`src/rtl/ariane_timer_pkg.sv`:
```
// Shared definitions for the Ariane machine timer: register offsets, control
// layout and the register-port address decoder.
package ariane_timer_pkg;

  localparam logic [15:0] CTRL_OFF    = 16'h000;
  localparam logic [15:0] MTIME_OFF   = 16'h008;
  localparam logic [15:0] CMP_BASE    = 16'h100;
  localparam logic [15:0] PERIOD_BASE = 16'h200;

  localparam int unsigned CTRL_WORD   = 32'(CTRL_OFF) >> 3;
  localparam int unsigned MTIME_WORD  = 32'(MTIME_OFF) >> 3;
  localparam int unsigned CMP_WORD    = 32'(CMP_BASE) >> 3;
  localparam int unsigned PERIOD_WORD = 32'(PERIOD_BASE) >> 3;

  // Widest supported prescaler; narrower builds keep the upper bits at zero.
  localparam int unsigned CTRL_PRESC_W = 16;

  typedef struct packed {
    logic [CTRL_PRESC_W-1:0] presc;
    logic                    src;
    logic                    en;
  } ctrl_t;

  typedef enum logic [2:0] {
    REG_CTRL,
    REG_MTIME,
    REG_CMP,
    REG_PERIOD,
    REG_NONE
  } reg_kind_e;

  typedef struct packed {
    reg_kind_e  kind;
    logic [3:0] hart;
  } reg_sel_t;

  // Decodes a 64-bit word index (byte address >> 3) into register kind and hart.
  function automatic reg_sel_t decode_addr(input logic [12:0] word_addr,
                                           input int unsigned nr_harts,
                                           input logic        periodic);
    reg_sel_t    sel;
    int unsigned word;
    word     = {19'd0, word_addr};
    sel.kind = REG_NONE;
    sel.hart = '0;
    if (word == CTRL_WORD) begin
      sel.kind = REG_CTRL;
    end else if (word == MTIME_WORD) begin
      sel.kind = REG_MTIME;
    end else if (word >= CMP_WORD && word < CMP_WORD + nr_harts) begin
      sel.kind = REG_CMP;
      sel.hart = 4'(word - CMP_WORD);
    end else if (periodic && word >= PERIOD_WORD && word < PERIOD_WORD + nr_harts) begin
      sel.kind = REG_PERIOD;
      sel.hart = 4'(word - PERIOD_WORD);
    end
    return sel;
  endfunction

endpackage

```
`src/rtl/ariane_timer_mc_tick_gen.sv`:
```
// Tick generator: RTC synchroniser and edge detect, tick source mux and
// prescaler. tick_o is a single-cycle strobe that advances mtime.
module timer_tick_gen
  import ariane_timer_pkg::*;
#(
  parameter int unsigned PRESC_WIDTH = 8
) (
  input  logic                   clk_i,
  input  logic                   rst_i,
  input  logic                   rtc_i,
  input  logic                   en,
  input  logic                   src,
  input  logic [PRESC_WIDTH-1:0] presc,
  input  logic                   clr,
  input  logic                   halted_i,
  output logic                   tick_o
);

  // [0],[1] form the synchroniser for the asynchronous RTC; [2] holds the
  // previous synchronised level for edge detection.
  logic [2:0]             rtc_q;
  logic [PRESC_WIDTH-1:0] presc_cnt_q;
  logic                   rtc_edge;
  logic                   step;
  logic                   hit;

  // NOTE: reset is synchronous, so it sits inside the clocked branch rather
  // than in the sensitivity list; all state uses non-blocking assignments.
  always_ff @(posedge clk_i) begin
    if (rst_i) begin
      rtc_q <= '0;
    end else begin
      rtc_q <= {rtc_q[1:0], rtc_i};
    end
  end

  assign rtc_edge = rtc_q[1] & ~rtc_q[2];
  assign step     = en & (src | rtc_edge) & ~halted_i;
  assign hit      = (presc_cnt_q == presc);
  assign tick_o   = step & hit;

  always_ff @(posedge clk_i) begin
    if (rst_i || clr) begin
      presc_cnt_q <= '0;
    end else if (step) begin
      presc_cnt_q <= hit ? '0 : presc_cnt_q + 1'b1;
    end
  end

endmodule

```
`src/rtl/ariane_timer_mc.sv`:
```
// Ariane machine timer: prescaled mtime counter, per-hart mtimecmp and irq,
// single-cycle register port. Optional periodic mode: ARIANE_TIMER_PERIODIC_EN.
module ariane_timer_mc
  import ariane_timer_pkg::*;
#(
  parameter int unsigned NR_HARTS    = 1,
  parameter int unsigned CNT_WIDTH   = 64,
  parameter int unsigned PRESC_WIDTH = 8,
  parameter int unsigned ADDR_WIDTH  = 12
) (
  input  logic                  clk_i,
  input  logic                  rst_i,
  input  logic                  req_i,
  input  logic                  we_i,
  input  logic [ADDR_WIDTH-1:0] addr_i,
  input  logic [63:0]           wdata_i,
  output logic                  rvalid_o,
  output logic [63:0]           rdata_o,
  output logic                  err_o,
  input  logic                  halted_i,
  input  logic                  rtc_i,
  output logic [CNT_WIDTH-1:0]  time_o,
  output logic [NR_HARTS-1:0]   irq_o
);

`ifdef ARIANE_TIMER_PERIODIC_EN
  localparam logic PERIODIC = 1'b1;
`else
  localparam logic PERIODIC = 1'b0;
`endif

  ctrl_t                ctrl_q;
  logic [CNT_WIDTH-1:0] mtime_q, mtime_n;
  logic [CNT_WIDTH-1:0] cmp_q [NR_HARTS];
  logic [CNT_WIDTH-1:0] cmp_n [NR_HARTS];
  logic [NR_HARTS-1:0]  cmp_wr;
  logic [NR_HARTS-1:0]  irq_q, irq_n;
  logic [63:0]          rdata_n;
  logic                 rvalid_q, err_q;
  logic [63:0]          rdata_q;
  logic                 tick;
  logic                 wr, rd, ctrl_wr, mtime_wr;
  logic                 unused_addr;
  reg_sel_t             sel;

  assign unused_addr = ^addr_i[2:0];
  assign sel      = decode_addr(13'(addr_i[ADDR_WIDTH-1:3]), NR_HARTS, PERIODIC);
  assign wr       = req_i & we_i;
  assign rd       = req_i & ~we_i;
  assign ctrl_wr  = wr && (sel.kind == REG_CTRL);
  assign mtime_wr = wr && (sel.kind == REG_MTIME);

  always_comb begin
    for (int h = 0; h < NR_HARTS; h++) begin
      cmp_wr[h] = wr && (sel.kind == REG_CMP) && (sel.hart == 4'(h));
    end
  end

  timer_tick_gen #(
    .PRESC_WIDTH (PRESC_WIDTH)
  ) u_tick_gen (
    .clk_i    (clk_i),
    .rst_i    (rst_i),
    .rtc_i    (rtc_i),
    .en       (ctrl_q.en),
    .src      (ctrl_q.src),
    .presc    (ctrl_q.presc[PRESC_WIDTH-1:0]),
    .clr      (ctrl_wr),
    .halted_i (halted_i),
    .tick_o   (tick)
  );

  // A bus write to MTIME wins over a same-cycle increment.
  assign mtime_n = mtime_wr ? wdata_i[CNT_WIDTH-1:0]
                 : tick     ? mtime_q + 1'b1
                 :            mtime_q;

`ifdef ARIANE_TIMER_PERIODIC_EN
  logic [CNT_WIDTH-1:0] period_q [NR_HARTS];
  logic [CNT_WIDTH-1:0] period_n [NR_HARTS];
  logic [NR_HARTS-1:0]  period_wr;
  logic [NR_HARTS-1:0]  pend_q, pend_n;
  logic [NR_HARTS-1:0]  match;

  // NOTE: every combinationally assigned variable gets a default at the top
  // of its block so no path can leave it unassigned and infer a latch.
  always_comb begin
    for (int h = 0; h < NR_HARTS; h++) begin
      period_wr[h] = wr && (sel.kind == REG_PERIOD) && (sel.hart == 4'(h));
      period_n[h]  = period_wr[h] ? wdata_i[CNT_WIDTH-1:0] : period_q[h];
      match[h]     = (cmp_q[h] != '0) && (mtime_n >= cmp_q[h]);
      cmp_n[h]     = cmp_q[h];
      pend_n[h]    = pend_q[h];
      if (cmp_wr[h]) begin
        cmp_n[h] = wdata_i[CNT_WIDTH-1:0];
      end else if (period_q[h] != '0 && match[h]) begin
        cmp_n[h] = cmp_q[h] + period_q[h];
      end
      if (cmp_wr[h] || period_wr[h]) begin
        pend_n[h] = 1'b0;
      end else if (period_q[h] != '0 && match[h]) begin
        pend_n[h] = 1'b1;
      end
      irq_n[h] = (period_n[h] != '0) ? pend_n[h]
                                     : (cmp_n[h] != '0) && (mtime_n >= cmp_n[h]);
    end
  end

  always_ff @(posedge clk_i) begin
    if (rst_i) begin
      pend_q <= '0;
      for (int h = 0; h < NR_HARTS; h++) period_q[h] <= '0;
    end else begin
      pend_q <= pend_n;
      for (int h = 0; h < NR_HARTS; h++) period_q[h] <= period_n[h];
    end
  end
`else
  always_comb begin
    for (int h = 0; h < NR_HARTS; h++) begin
      cmp_n[h] = cmp_wr[h] ? wdata_i[CNT_WIDTH-1:0] : cmp_q[h];
      irq_n[h] = (cmp_n[h] != '0) && (mtime_n >= cmp_n[h]);
    end
  end
`endif

  // Read data reflects register state before any same-cycle update.
  always_comb begin
    rdata_n = '0;
    if (rd) begin
      case (sel.kind)
        REG_CTRL: begin
          rdata_n[0]                 = ctrl_q.en;
          rdata_n[1]                 = ctrl_q.src;
          rdata_n[8 +: CTRL_PRESC_W] = ctrl_q.presc;
        end
        REG_MTIME: rdata_n[CNT_WIDTH-1:0] = mtime_q;
        REG_CMP: begin
          for (int h = 0; h < NR_HARTS; h++) begin
            if (sel.hart == 4'(h)) rdata_n[CNT_WIDTH-1:0] = cmp_q[h];
          end
        end
`ifdef ARIANE_TIMER_PERIODIC_EN
        REG_PERIOD: begin
          for (int h = 0; h < NR_HARTS; h++) begin
            if (sel.hart == 4'(h)) rdata_n[CNT_WIDTH-1:0] = period_q[h];
          end
        end
`endif
        default: rdata_n = '0;
      endcase
    end
  end

  // NOTE: the compare bank is a handful of flops, not a RAM, so every entry is
  // reset explicitly to give a defined irq state out of reset.
  always_ff @(posedge clk_i) begin
    if (rst_i) begin
      ctrl_q   <= '0;
      mtime_q  <= '0;
      irq_q    <= '0;
      rvalid_q <= 1'b0;
      rdata_q  <= '0;
      err_q    <= 1'b0;
      for (int h = 0; h < NR_HARTS; h++) cmp_q[h] <= '0;
    end else begin
      if (ctrl_wr) begin
        ctrl_q.en    <= wdata_i[0];
        ctrl_q.src   <= wdata_i[1];
        ctrl_q.presc <= CTRL_PRESC_W'(wdata_i[8 +: PRESC_WIDTH]);
      end
      mtime_q  <= mtime_n;
      irq_q    <= irq_n;
      rvalid_q <= req_i;
      rdata_q  <= rdata_n;
      err_q    <= req_i && (sel.kind == REG_NONE);
      for (int h = 0; h < NR_HARTS; h++) cmp_q[h] <= cmp_n[h];
    end
  end

  assign rvalid_o = rvalid_q;
  assign rdata_o  = rdata_q;
  assign err_o    = err_q;
  assign time_o   = mtime_q;
  assign irq_o    = irq_q;

endmodule

```
`config.mk`:
```
export PLATFORM = sky130hd
export DESIGN_NAME = ariane_timer_mc
export DESIGN_NICKNAME = d
export VERILOG_FILES = /design/src/rtl/ariane_timer_pkg.sv /design/src/rtl/ariane_timer_mc_tick_gen.sv /design/src/rtl/ariane_timer_mc.sv
export SDC_FILE = /design/constraint.sdc
export NUM_CORES = 1
export LEC_CHECK = 0
export CORE_MARGIN = 2
export CORE_UTILIZATION = 50
export DETAILED_ROUTE_END_ITERATION = 16
export HOLD_SLACK_MARGIN = 0.12
export PLACE_DENSITY = 0.83
export SLEW_MARGIN = 20
export SYNTH_ARGS = -nofsm -noshare
export SYNTH_HDL_FRONTEND = slang
export SYNTH_SLANG_ARGS = --single-unit
```
`constraint.sdc`:
```
create_clock -name clk_i -period 9 [get_ports clk_i]
set_clock_uncertainty 0.15 [all_clocks]
set_input_delay 1.35 -clock clk_i [delete_from_list [all_inputs] [get_ports clk_i]]
set_output_delay 1.35 -clock clk_i [all_outputs]
set_load 0.005 [all_outputs]
```
== Yosys cells after proc, flatten, opt, wreduce, memory -nomap -nowiden ==
Memories as Yosys holds them, arrays and structs flattened.
Cells that the tools add are included.
Operators by class
  reduce and logical (&&, ||, !) cells: 14
  $mul: 0
  add/subtract/negate cells: 3
  shift-type cells: 0
  bitwise gates (word level): 11
  divide/modulo/power cells: 0
  magnitude comparators: 3
  equal/unequal tests: 5
  multiplexer cells: 19
Operators with widths (number)
  64-bit 2-to-1 mux: 5
  40-bit case mux with 2 select lines: 1
  64-bit by 1-bit adder with 64-bit output (second input constant): 1
  64-bit >= comparator: 1
  64-bit nonzero test: 1
  64-bit OR reduction: 1
  16-bit case mux with 3 select lines: 1
  6-bit case mux with 2 select lines: 1
  9-bit by 1-bit equality test with 1-bit output (second input constant): 1
  9-bit by 6-bit >= comparator with 1-bit output (second input constant): 1
  9-bit logical NOT: 1
  9-bit by 6-bit less-than comparator with 1-bit output (second input constant): 1
  8-bit by 1-bit adder with 8-bit output (second input constant): 1
  8-bit equality test: 1
  4-bit 2-to-1 mux: 2
  8-bit 2-to-1 mux: 1
  1-bit logical AND: 7
  7-bit 2-to-1 mux: 1
  1-bit AND: 6
  3-bit 2-to-1 mux: 2
  2-bit case mux with 3 select lines: 1
  4-bit logical NOT: 1
  1-bit 2-to-1 mux: 4
  1-bit inverter: 4
  other kinds (8): 8
Storage, ports and cells
  word-level logic and storage cells: 66
  register bits: 152
  memories: 1
  bits in writable memories: 64
  latch bits: 0
  bits in read-only memories: 0
Memories
  cmp_q: depth 1, bits a word 64, read ports 1, clocked after Yosys merged registers in 0, write ports 1, RTL line ariane_timer_mc.sv:34  | logic [CNT_WIDTH-1:0] cmp_q [NR_HARTS];

== Longest topological paths before layout ==
Gate-level depths: netlist of the first run.
  depth in word-level cells: 11
  mapped depth: 17
  gate-level depth less buffers: 15

== Hierarchy ==
A second synthesis of the first run with hierarchy kept.
Unflattened totals
  cells, all modules: 1237
  area total of the unflattened synthesis: 10875.4 µm²
By module, submodules not included
  ariane_timer_mc: cells an instance 1176, area an instance 10288.6 µm², instances 1
  timer_tick_gen: cells an instance 61, area an instance 586.8 µm², instances 1

== Worst setup path after synthesis of the first run ==
OpenSTA, ideal clock, no wires.
  path kind: input port to flip-flop
  start point: input port addr_i[4]
  end point: register irq_q, in the netlist irq_o
  cell stages on the path: 17
  data arrival time: 4442 ps
  slack: 4281 ps
  buffers on the path: 4
  path through: nor4_1 nand2_1 nor3b_1 buf_2 nor2b_1 clkbuf_1 buf_2 buf_4 mux2i_1 ha_1 a211oi_1 nor2_1 o221a_2 nor4_1 a31oi_1 o31ai_1 a21oi_1
On the way
  longest elaborated chain between the ends: 11
  elaborated cells on any way between the ends: 22
  classes of those cells: 1 x add/sub; 3 x order compare; 3 x eq/ne; 7 x mux; 8 x reduce/logical
RTL lines
  start, declared: RTL line ariane_timer_mc.sv:15  | input logic [ADDR_WIDTH-1:0] addr_i,
  9-bit by 6-bit >= comparator with 1-bit output or 9-bit by 6-bit less-than comparator with 1-bit output (tied branches): RTL line ariane_timer_pkg.sv:50  | end else if (word >= CMP_WORD && word < CMP_WORD + nr_harts) begin
  1-bit logical AND: RTL line ariane_timer_pkg.sv:50
  7-bit 2-to-1 mux: RTL line ariane_timer_pkg.sv:50
  3-bit 2-to-1 mux: RTL line ariane_timer_pkg.sv:48  | end else if (word == MTIME_WORD) begin
  3-bit 2-to-1 mux: RTL line ariane_timer_pkg.sv:46  | if (word == CTRL_WORD) begin
  3-bit by 2-bit equality test with 1-bit output: RTL line ariane_timer_mc.sv:55  | cmp_wr[h] = wr && (sel.kind == REG_CMP) && (sel.hart == 4'(h));
  1-bit logical AND (2 in series): RTL line ariane_timer_mc.sv:55
  64-bit 2-to-1 mux: RTL line ariane_timer_mc.sv:121  | cmp_n[h] = cmp_wr[h] ? wdata_i[CNT_WIDTH-1:0] : cmp_q[h];
  64-bit >= comparator or 64-bit nonzero test (tied branches): RTL line ariane_timer_mc.sv:122  | irq_n[h] = (cmp_n[h] != '0) && (mtime_n >= cmp_n[h]);
  1-bit logical AND (*): RTL line ariane_timer_mc.sv:122
  end signal, assigned: RTL line ariane_timer_mc.sv:173  | irq_q <= irq_n;
  end, declared: RTL line ariane_timer_mc.sv:37  | logic [NR_HARTS-1:0] irq_q, irq_n;
Mark *: on every way between the ends. The rest lies on a longest branch, timed or not.
A chain may end at the register's enable or synchronous reset.

== Final worst setup path of the first run ==
  start point: input port addr_i[3]
  end point: register irq_q, in the netlist irq_o
On the way
  elaborated cells on any way between the ends: 22
  classes of those cells: 1 x add/sub; 3 x order compare; 3 x eq/ne; 7 x mux; 8 x reduce/logical
RTL lines
  9-bit by 6-bit >= comparator with 1-bit output or 9-bit by 6-bit less-than comparator with 1-bit output (tied branches): RTL line ariane_timer_pkg.sv:50
  1-bit logical AND: RTL line ariane_timer_pkg.sv:50
  7-bit 2-to-1 mux: RTL line ariane_timer_pkg.sv:50
  3-bit 2-to-1 mux: RTL line ariane_timer_pkg.sv:48
  3-bit 2-to-1 mux (*): RTL line ariane_timer_pkg.sv:46
  3-bit by 1-bit equality test with 1-bit output (*): RTL line ariane_timer_mc.sv:51  | assign mtime_wr = wr && (sel.kind == REG_MTIME);
  1-bit logical AND (*): RTL line ariane_timer_mc.sv:51
  64-bit 2-to-1 mux (*): RTL line ariane_timer_mc.sv:74  | assign mtime_n = mtime_wr ? wdata_i[CNT_WIDTH-1:0]
  net mtime_n[28]: RTL line ariane_timer_mc.sv:33  | logic [CNT_WIDTH-1:0] mtime_q, mtime_n;
  64-bit >= comparator (*): RTL line ariane_timer_mc.sv:122
  1-bit logical AND (*): RTL line ariane_timer_mc.sv:122
Mark *: on every way through the listed nets, which the timed path passes. The rest lies on a longest branch.

==> results of run 1 <==
-- sequential cells by signal, summed over array words and instances (netlist names) --
register	flops
time_o	64
err_o	1
rdata_o	64
ctrl_q	10
irq_o	1
u_tick_gen.rtc_q	3
rvalid_o	1
cmp_q	64
u_tick_gen.presc_cnt_q	8
-- report_power, final --
part | internal (mW) | switching, mW
clock | 0.636 | 0.399
sequential | 0.957 | 0.000746
combinational | 0.0379 | 0.0504
-- cell usage after synthesis, types with 4 or more instances --
cell / instances
nand2b_1: 4
nand3_1: 34
a21oi_1: 80
ha_1: 66
xnor2_1: 27
nand4_1: 43
o21a_1: 5
o21ai_0: 31
inv_1: 7
a22oi_1: 54
clkbuf_1: 51
a211oi_2: 7
nor2_1: 224
or3_1: 4
nor4_1: 40
xor2_1: 50
a211oi_1: 34
and3_1: 14
dfxtp_1: 216
buf_2: 7
mux2i_1: 75
nand2_1: 65
nor2b_1: 37
buf_4: 6
nor3_1: 12
and4_1: 6
buf_1: 8
-- critical path: stages --
cell and delay (ns):
clkdlybuf4s50_1 1.09, nor3b_2 0.29, buf_4 0.58, nand3_4 0.83, buf_4 0.56, nor2_1 0.16
a21oi_1 0.06, ha_1 0.30, nand4_1 0.13, o21ai_0 0.12, o221a_2 0.25, nor4_1 0.22
a31oi_1 0.17, o31ai_1 0.30, a21oi_1 0.12
-- stage by stage --
stage | util [%] | std cells | setup slack, ns | instance area, um2
2_1_floorplan | - | 1253 | 4.28 | 11000
3_3_place_gp | 60.9 | 1678 | 2.27 | 13200
3_5_place_dp | 60.9 | 1678 | 2.20 | 13200
4_1_cts | 64.7 | 1719 | 2.68 | 14000
5_1_grt | 64.7 | 1719 | 2.23 | 14000
6_report | 64.7 | 1719 | 2.63 | 14000
-- cells in the final DEF, fill, tap and decap left out, drive strengths merged, types with 7 or more instances in the layout --
cell,instances
nor2,225
dfxtp,216
clkdlybuf4s50,208
a21oi,80
mux2i,75
ha,66
nand2,65
a22oi,54
xor2,50
nand4,47
nor4,44
a211oi,41
nor2b,37
nand3,36
o21ai,32
clkbuf,28
xnor2,27
nor3,16
and3,14
buf,10
inv,7
clkinv,7
-- cell families after synthesis --
logic type | Yosys count
and+or+nand+nor | 510
DFF | 216
buffers and inverters | 80
muxes | 78
xor gates and xnor gates | 77
AOI/OAI and AO/OA | 226
adders and majority gates | 66
-- area by class of cell --
class / count / area share (%)
Clock buffer: 28 / 4.45
Clock inverter: 13 / 1.37
Inverter: 7 / 0.187
Multi-Input combinational cell: 957 / 45.3
Sequential cell: 216 / 30.8
Tap cell: 280 / 2.50
Timing Repair Buffer: 218 / 15.4
-- final timing paths --
check,cells past startpoint,end,slack (ns)
worst max-delay path,15,irq_o,2.63
worst min register to register,1,u_tick_gen.rtc_q[1],0.30
worst max register to register,14,irq_o,4.31
worst min-delay path,1,u_tick_gen.rtc_q[1],0.30
-- routing by layer --
| layer | vias to the layer above | wire, um | share of wire [%] |
|---|---|---|---|
| met5 | - | 0 | 0 |
| met4 | 0 | 1820 | 5.0 |
| met3 | 130 | 3680 | 10 |
| met2 | 659 | 16000 | 44 |
| met1 | 4979 | 14900 | 41 |
| li1 | 4838 | - | - |
==> flow_results.org, run 1 <==
** Routing
- Post-detailed-routing wire length :: ~36 mm
- The first routing iteration left roughly 1100 violations.
- In the routed design, unresolved DRC markers number 0.
- Via Count :: ~11000
- The detail route stage leaves a number of antenna-violating nets equal to 0.
- Drt wl/cell :: roughly 21 um
- First drt pass iteration count :: 6
- Average via count per standard cell :: 6.17

** Floorplan
- Horiz. Die Dim :: 152 um
- Pin placement for this block handled about 210 I/O pins.
- Area of the die :: between 20000 and 25000 um2
- Die Y-Extent :: between 150 and 200 um
- After floorplanning, the core was divided into 54 placement rows.
- Initial core utilization :: between 50% and 60%
- Core area :: around 22000 um2

** Worst setup path
- Worst Setup SP :: addr_i[3]
- STA classifies the critical path startpoint as a primary input.
- Data arrival time of the critical path :: roughly 6.6 ns
- Required time worst endpoint :: 9.23 ns
- Of all nets on the critical path, the largest fanout is 78.
- Endpoint class of the critical path :: register
- Setup Crit Path Kind :: primary input to register
- Worst r2r src :: time_o[4]

** STA
- Number of hold violations in the final report :: 0
- Counting I/O delays and the setup requirement, the final critical path takes 6.37 ns.
- Worst-case hold slack :: between 0.2 and 0.3 ns
- Setup violations remaining at the end of the flow were counted as 0.
- Share of the clock period used by the worst path after layout :: between 70% and 80%
- Setup repair after global routing left no endpoint under its margin.
- Headroom to the max-slew limit came out at between 20 and 30%.
- Fin. max-slew vios :: 0
- Sum of negative setup slack :: 0 ns
- Fmax :: between 0.15 and 0.2 GHz
- Least-Margin Pin Slew :: ~1.1 ns

** Global routing
- The number of antenna violations at the first check in global routing was 0.
- In this run the most used layer during global routing was met2.
- Met2 capacity usage during global routing :: about 47%
- Pin count of the biggest net entering global routing :: 79
- Total congestion overflow after global routing :: 0
- Global-route wire length before repair :: approximately 57 mm
- Via count of the first global-routing pass :: approximately 10000
- Met3 track utilization from global routing :: under 10%
- Met1 routing resource usage after global routing :: 41.4%
- For this run, the total global-route usage over all layers was measured as ~30%.

** Finish
- Antenna cells :: 0
- After filler insertion, the fill cell instance count of the layout stands at around 1700.
- From synthesis to final layout, the design area changed by 27.8%.
- Proportion of layout cells with a drive suffix above 1 :: around 5.7%
- Summing all flip-flop and latch instances after layout gives about 4300 um2.
- Total area of multi-input combinational cells :: about 6400 um2
- # nets final :: 1571

** Worst hold path
- The worst hold path begins at u_tick_gen.rtc_q[0].
- Tightest Hold Check Type :: register to register

** Clock network
- CTS built an H-tree with a depth of 1.
- Clock slew at the register clock pins of the worst setup and hold paths :: about 0.070 ns
- Buffers inserted during clock tree synthesis total 23.
- Count of buffers added by post-CTS timing repair for setup :: 0
- Number of sinks handled by clock tree synthesis :: between 200 and 250
- Clock tree root driver cell :: clkbuf_16
- Clock latency on the worst-skew pair, taken at its later pin, is between 0.5 and 0.6 ns.
- TritonCTS clock tree :: yes
- In this run, post-CTS repair resized a total of 0 instances.
- Number of buffers on the longest clock path :: 3
- For this design, the CTS-stage hold fixing added 0 buffers.

** Logic synthesis
- Multiplexer cells account for between 7 and 8% of the synthesized area.
- The synthesized netlist devotes a little under a quarter of its cell area to simple gates.
- Synth cell types :: 56
- By area the synthesized netlist is led by dfxtp_1 (39%), nor2_1 (7.7%), ha_1 (7.5%).
- Synth Flop Type :: dfxtp_1
- For this run, the number of Yosys warnings is 0.
- Synthesis produced 1253 cells.
- After synthesis, flip-flops and latches occupy about two fifths of the total area.
- Summed over all instances, the cell type with the most area after synthesis is dfxtp_1.
- Compound-cell area share of the yosys netlist :: between 10% and 20%
- Number of flops mapped to enable cells by yosys :: 0
- After Yosys synthesis, full adders, half adders and majority gates account for about 7.5% of the synthesized area.
- After Yosys synthesis, XOR and XNOR cells account for between 6 and 7% of the synthesized area.
- After synthesis, the largest family of logic cells by area is simple AND/OR/NAND/NOR gates.
- Post-synthesis sequential element count :: ~220
- Of the post-synthesis cell area, the dominant cell type holds 39.4%.
- In this run the cell area of the synthesized design comes to 11000 um2.
- Dividing the synthesized area by the synthesized cell count gives approximately 8.8 um2.
- Number of nets produced by synthesis :: 1401
- Counting flops with an async set or reset pin after synthesis yields a share of 0%.

** Power
- P per Cell Area :: 148 nW/um2
- Leakage power figure :: around 5.0 nW
- Summing internal, switching and leakage power gives roughly 2.1 mW.
- Worst ir drop on vdd :: roughly 0.13 mV

** Placement
- Number of port buffers :: 209
- The wire-length estimate of the detail-placed layout is between 20 and 30 mm.
- Final weighted congestion in routability-driven placement :: between 0.9 and 1

** Run status
- Outcome :: finished, final reports clean

** Flow run
- Max-cap violations :: 0
(Power assumes the default switching activity.)
==> inputs of run 2 (changes only) <==
==> constraint.sdc (replaced) <==
create_clock -name clk_i -period 5.9 [get_ports clk_i]
set_clock_uncertainty 0.15 [all_clocks]
set_input_delay 0.885 -clock clk_i [delete_from_list [all_inputs] [get_ports clk_i]]
set_output_delay 0.885 -clock clk_i [all_outputs]
set_load 0.005 [all_outputs]
==> run 2 against run 1 <==
Effect of this change:
- sequential share of layout area decreased by 0.40 points
- core utilization increased by 0.86 points
- via count increased by 0.85%
- clock power increased by 74%
- first-iteration DRC count increased by 5.9%
- sequential cell count unchanged
- routed wire length increased by 1.5%
- global-route usage increased by 0.15 points
- critical path depth decreased by 1
- combinational power increased by 53%
- critical endpoint unchanged
- largest power group unchanged
==> flow_results.org, run 2 (synthesis results as in run 1) <==
** Flow run
- Max-cap violations :: 0

** Floorplan
- The die is between 150 and 200 um tall.
- Top-level I/O count :: 213
- Area of the die :: 23200 um2
- The initialized floorplan defines 54 standard-cell rows.
- Core area :: roughly 22000 um2
- Horiz. Die Dim :: about 150 um
- The initial utilization of the core area, before any placement, comes to around 51%.

** Global routing
- Global-route total usage across every layer :: between 30% and 40%
- Global routing finished with a remaining overflow of 0.
- Pin count of the biggest net entering global routing :: 82
- The via count of the first global-routing pass came to 10100.
- Global-route wire length before repair :: 56.7 mm
- Antenna violations before repair :: 0

** Placement
- The congestion estimate from routability-driven global placement came to ~0.95.
- DP HPWL :: 26.6 mm
- Number of port buffers :: 209

** Worst setup path
- In this run the critical register-to-register path is launched from time_o[4].
- Setup slack on the worst reg-to-reg path comes out at between 1 and 1.5 ns.
- Together, buffers and inverters on the worst path number 1.
- The number of cells on the worst reg-to-reg path is 13.
- At the worst endpoint, the required time is slightly above 6 ns.
- Along the worst path, the maximum fanout reaches 9.
- Largest delay contributor family on the critical path :: simple AND/OR/NAND/NOR gates
- Crit path to :: irq_o
- Traced cell by cell, the critical path runs through clkdlybuf4s50_1 > nor2b_1 > o21a_1 > and4_1 > and4_1 > nand3_1 > xor2_1 > a21oi_1 > ha_1 > a211o_1 > a221oi_1 > a21oi_1 > nor4_1 > a21oi_1.
- The worst setup path is launched from a primary input.
- CP most frequent cell :: a21oi_1
- The setup path with the least slack is of type primary input to register.
- Data arrival time of the critical path :: between 4 and 5 ns
- In this run the number of cells on the critical path is 14.
- Endpoint of the worst-slack reg-to-reg timing path :: irq_o
- Worst Setup SP :: halted_i
- The largest single stage delay on the critical path is ~0.57 ns.
- Endpoint class of the critical path :: register
- Library cell contributing the largest single delay on the critical path :: and4_1

** Routing
- Routed length on met2 :: ~16 mm
- After the first detailed-routing iteration, the DRC count stood at between 1000 and 1500.
- Wire length on met1 :: between 15 and 20 mm
- DRC errors left :: 0
- Post-detailed-routing wire length :: between 30 and 40 mm
- Wire segments on met3 add up to approximately 3.8 mm in the final route.
- The detailed router used layers up to and including met4.
- The routed layout has roughly 11000 vias.
- In this run the remaining antenna-violating nets after routing total 0.
- Drt wl/cell :: approximately 21 um
- First drt pass iteration count :: 5
- Average via count per standard cell :: 6.19

** STA
- Worst-case hold slack :: ~0.31 ns
- Setup violations remaining at the end of the flow were counted as 0.
- Clock period minus final worst setup slack :: 4.70 ns
- The number of hold-slack violations in the final timing report came to 0.
- RSZ-0062 raised after global routing :: false
- Worst slew slack as a fraction of its limit :: between 30% and 40%
- Dividing the final minimum period by the clock period gives 79.6%.
- Fmax :: ~0.21 GHz
- The final number of max-transition violations was 0.
- After routing, the total negative slack on setup checks comes to 0 ns.
- Least-Margin Pin Slew :: roughly 0.93 ns

** Clock network
- Clock tree root driver cell :: clkbuf_16
- In this run, post-CTS hold repair placed 0 buffers.
- Clock latency on the worst-skew pair, taken at its later pin, is ~0.53 ns.
- After clock tree synthesis, the clock-pin slew on the worst setup and hold paths is roughly 0.060 ns.
- Number of H-tree branching levels :: 1
- The clock passes through at most 3 buffers.
- Count of buffers added by post-CTS timing repair for setup :: 0
- TritonCTS Buffers :: 24
- Number of sinks handled by clock tree synthesis :: about 220
- TritonCTS built the clock tree.
- The number of gates resized after CTS was 0.

** Finish
- From synthesis to final layout, the design area changed by 29.5%.
- 0 antenna diodes ended up in the layout.
- Leaving out fill and tap cells, the most frequent cells in the layout are nor2_1 (224), dfxtp_1 (216), clkdlybuf4s50_1 (208).
- FF+latch area :: about 4300 um2
- At the end of the flow the core is filled with cells to ~66%.
- Summing all multi-input logic gate instances after layout gives ~6400 um2.
- In the final layout, the share of cells above drive strength 1 is 6.22%.
- The library cell used most frequently in the layout, excluding fill and tap cells, is nor2_1.
- After filler insertion, the fill cell instance count of the layout stands at approximately 1700.
- The final layout contains roughly 1600 nets.

** Power
- Fraction of power spent switching nets :: 21.0%
- Fraction of power consumed by the clock network :: between 50% and 60%
- Leakage power figure :: about 5.1 nW
- Dividing total power by cell area gives a power density of between 200 and 250 nW/um2.
- Summed over all nets, the switching power comes to about 0.71 mW.
- Sequential Power Share :: 43.1%
- Cell Int Power :: around 2.7 mW
- In this run, the combinational gates consume around 4.0% of the power.
- The worst-case IR drop observed on VDD is roughly 0.21 mV.

** Run status
- The flow ran to the end, and the final reports show no timing, DRC or antenna violations.

** Worst hold path
- Tightest Hold Check Type :: register to register
[run 2: changes by cell type in the layout (fill, tap and decap cells not counted), sizes merged]
cell    delta
buf        +6
bufinv     +3
clkbuf     +3
clkinv     -3
[run 2: how the worst min path moves through the flow]
stage,start,to,cells after the start
floorplan,u_tick_gen.rtc_q[0],u_tick_gen.rtc_q[1],1
global placement,u_tick_gen.rtc_q[0],u_tick_gen.rtc_q[1],1
detailed placement,u_tick_gen.rtc_q[0],u_tick_gen.rtc_q[1],1
CTS,u_tick_gen.rtc_q[0],u_tick_gen.rtc_q[1],1
global route,u_tick_gen.rtc_q[0],u_tick_gen.rtc_q[1],1
finish,u_tick_gen.rtc_q[1],u_tick_gen.rtc_q[2],1
[run 2: power groups by stage]
stage	Sequential, mW	Combinational [mW]	Clock [mW]
2_1_floorplan	1.49	0.0353	0
3_3_place_gp	1.49	0.129	0
3_5_place_dp	1.49	0.129	0
4_1_cts	1.46	0.130	1.79
5_1_grt	1.46	0.138	1.85
6_report	1.46	0.135	1.79
[run 2: final cells by class]
class / instances / share of cell area [%]
clock inverter: 13 / 1.88
timing repair buffer: 224 / 15.6
multi-input combinational: 957 / 44.7
tap: 280 / 2.46
inverter: 7 / 0.185
sequential: 216 / 30.4
clock buffer: 31 / 4.77
[run 2: per-layer routing]
metal,up-vias,track usage (%)
met5,-,0
met3,132,6.34
li1,4868,-
met1,5057,41.4
met4,0,12.8
met2,639,47.3
[run 2: worst reg2reg max path, stage by stage (launching register included)]
cell,delay (ns)
dfxtp_1,0.57
nand4_4,0.22
nor3_4,0.41
and3_1,0.47
and4_1,0.58
nand3_1,0.17
xor2_1,0.28
a21oi_1,0.13
ha_1,0.36
a211o_1,0.31
a221oi_1,0.24
a21oi_1,0.16
nor4_1,0.28
a21oi_1,0.10
[run 2: metrics by stage]
stage	cells	instance area (um2)	setup WS [ns]	power (mW)
global placement	1684	13300	0.897	1.62
global route	1728	14200	1.06	3.45
detailed placement	1684	13300	0.844	1.62
floorplan	1253	11000	1.65	1.53
CTS	1728	14200	1.34	3.39
finish	1728	14200	1.20	3.39
==> inputs of run 3 (changes only) <==
==> constraint.sdc (replaced) <==
create_clock -name clk_i -period 4.9 [get_ports clk_i]
set_clock_uncertainty 0.15 [all_clocks]
set_input_delay 0.735 -clock clk_i [delete_from_list [all_inputs] [get_ports clk_i]]
set_output_delay 0.735 -clock clk_i [all_outputs]
set_load 0.005 [all_outputs]
==> run 3 against run 2 <==
Effect of this change:
- routed wire length down 0.95%
- via count is 0.97% lower
- die area stayed put
- clock-buffer cell count rose by 5
- global-route usage shrank 0.52 points
- register-to-register slack worse by 0.73 ns
- power increased by 9.5%
- setup slack worse by 0.57 ns
- critical path depth stayed put
- clock power is essentially flat
==> flow_results.org, run 3 (synthesis results as in run 1) <==
** Run status
- Outcome :: finished, final reports clean

** Floorplan
- Horiz. Die Dim :: about 150 um
- Top-level I/O count :: between 200 and 250
- Core area :: 21700 um2
- Count of standard-cell rows :: 54
- Die Y-Extent :: about 150 um
- Area of the die :: roughly 23000 um2
- Initial core utilization :: 50.6%

** Global routing
- Via count of the first global-routing pass :: approximately 10000
- The number of antenna violations at the first check in global routing is 0.
- Total congestion overflow after global routing :: 0
- Global routing consumed, over all layers together, between 20% and 30% of the routing resources.
- Pin count of the biggest net entering global routing :: 98
- Global-route wire length before repair :: 55.6 mm

** STA
- Setup repair after global routing left no endpoint under its margin.
- At the pin with the least slew margin, the transition time is 0.971 ns.
- Setup violations remaining at the end of the flow were counted as 0.
- Worst slew slack as a fraction of its limit :: roughly a third
- Worst-case hold slack :: 0.284 ns
- Fmax :: about 0.23 GHz
- The final number of max-transition violations is 0.
- The number of hold-slack violations in the final timing report came to 0.
- For the finished layout, the period the worst path requires is approximately 4.3 ns.
- Sum of negative setup slack :: 0 ns
- Share of the clock period used by the worst path after layout :: between 80% and 90%

** Power
- Dividing total power by cell area gives a power density of 262 nW/um2.
- Leakage power figure :: around 5.1 nW
- IR analysis of the VDD net gives a maximum drop of approximately 0.24 mV.

** Routing
- Post-detailed-routing wire length :: roughly 37 mm
- Final ANT Viol Nets :: 0
- The first detailed-routing pass ran for 7 iterations.
- In the routed design, unresolved DRC markers number 0.
- Drt wl/cell :: about 21 um
- The routed layout has between 10000 and 15000 vias.
- Average via count per standard cell :: 6.11
- Starting DRC count in detailed routing :: around 1300

** Placement
- Final weighted congestion in routability-driven placement :: between 0.9 and 1
- DP HPWL :: 26.8 mm
- Number of port buffers :: about 210

** Worst setup path
- Required time worst endpoint :: between 5 and 6 ns
- Endpoint class of the critical path :: register
- Setup Crit Path Kind :: register to register
- Setup crit start kind :: register
- Largest driver fanout on the critical path :: 10
- STA puts the critical path data arrival time at about 4.6 ns.

** Finish
- Leaving out fill and tap cells, the most frequent cell in the layout is nor2_1.
- The final layout contains roughly 1600 nets.
- Fillcell total :: 1690
- In the final layout, the multi-input gates occupy roughly 6300 um2.
- Compared with the post-synthesis result, the final layout area differs by 29.0%.
- In the final layout, flip-flops and latches occupy ~4300 um2.
- 0 antenna diodes ended up in the layout.
- In the layout the commonest cells are nor2_1 (224), dfxtp_1 (216), clkdlybuf4s50_1 (208).
- In the final layout, the share of cells above drive strength 1 is under 10%.
- At the end of the flow the core is filled with cells to between 60% and 70%.

** Clock network
- Number of buffers on the longest clock path :: 3
- Hold repair after CTS inserted 0 buffers.
- TritonCTS clock tree :: yes
- Count of buffers added by post-CTS timing repair for setup :: 0
- Gates resized during post-CTS repair numbered 0.
- After clock tree synthesis, the clock-pin slew on the worst setup and hold paths is approximately 0.06 ns.
- Number of sinks handled by clock tree synthesis :: 216
- The number of clock buffers added by TritonCTS is 23.
- Number of H-tree branching levels :: 1
- At the later pin of the worst-skew pair, clock insertion delay measures approximately 0.52 ns.
- Clock tree root driver cell :: clkbuf_16

** Worst hold path
- The path class of the tightest hold or removal check is primary input to register.

** Flow run
- Max-cap violations in this run came to 0.
[run 3: changes by cell type in the layout (fill, tap and decap cells not counted), sizes merged]
| cell | before | now |
|---|---|---|
| clkinvlp | 1 | 0 |
| clkbuf | 31 | 36 |
| bufinv | 8 | 1 |
| clkinv | 4 | 2 |
| buf | 16 | 27 |
[run 3: metal layers]
metal | global-route usage, % | share of wire (%) | routed length (um) | vias up
met2 | 45.3 | 44 | 15900 | 680
met5 | 0 | 0 | 0 | -
li1 | - | - | - | 4876
met1 | 41.5 | 41 | 14800 | 4919
met4 | 12.7 | 4.5 | 1660 | 0
met3 | 6.31 | 11 | 4170 | 117
[run 3: worst paths after layout]
check	from	endpoint	slack (ns)	cells after the start
worst max-delay path	time_o[37]	irq_o	0.63	14
worst min-delay path	rst_i	rvalid_o	0.28	2
worst max register to register	time_o[37]	irq_o	0.63	14
worst min register to register	u_tick_gen.rtc_q[0]	u_tick_gen.rtc_q[1]	0.31	1
[run 3: layout make-up]
class	count	share of cell area (%)
Clock buffer	36	5.19
Clock inverter	3	0.283
Inverter	7	0.186
Multi-Input combinational cell	957	44.8
Sequential cell	216	30.5
Tap cell	280	2.47
Timing Repair Buffer	235	16.5
[run 3: critical path: stages (launching register included)]
cell,delay [ns]
dfxtp_1,0.49
nand4_1,0.19
nor2_1,0.28
and3_1,0.56
and4_1,0.59
nand4_1,0.17
xor2_1,0.23
a21oi_1,0.12
ha_1,0.33
nand4_1,0.11
nor2_1,0.21
nand3_1,0.17
nor3_1,0.31
o31ai_1,0.15
a21oi_1,0.15
[run 3: where the power goes]
part	total (mW)	switching [mW]	internal [mW]
sequential	1.76	0.00133	1.76
clock	1.79	0.714	1.07
combinational	0.164	0.0931	0.0711
total	3.71	0.808	2.90
[run 3: stage by stage]
stage | cell area (um2) | power, mW | setup slack (ns) | cells
2_1_floorplan | 11000 | 1.84 | 0.796 | 1253
4_1_cts | 14200 | 3.71 | 0.711 | 1734
3_3_place_gp | 13400 | 1.96 | 0.280 | 1695
3_5_place_dp | 13400 | 1.96 | 0.217 | 1695
5_1_grt | 14200 | 3.79 | 0.399 | 1734
6_report | 14200 | 3.71 | 0.634 | 1734
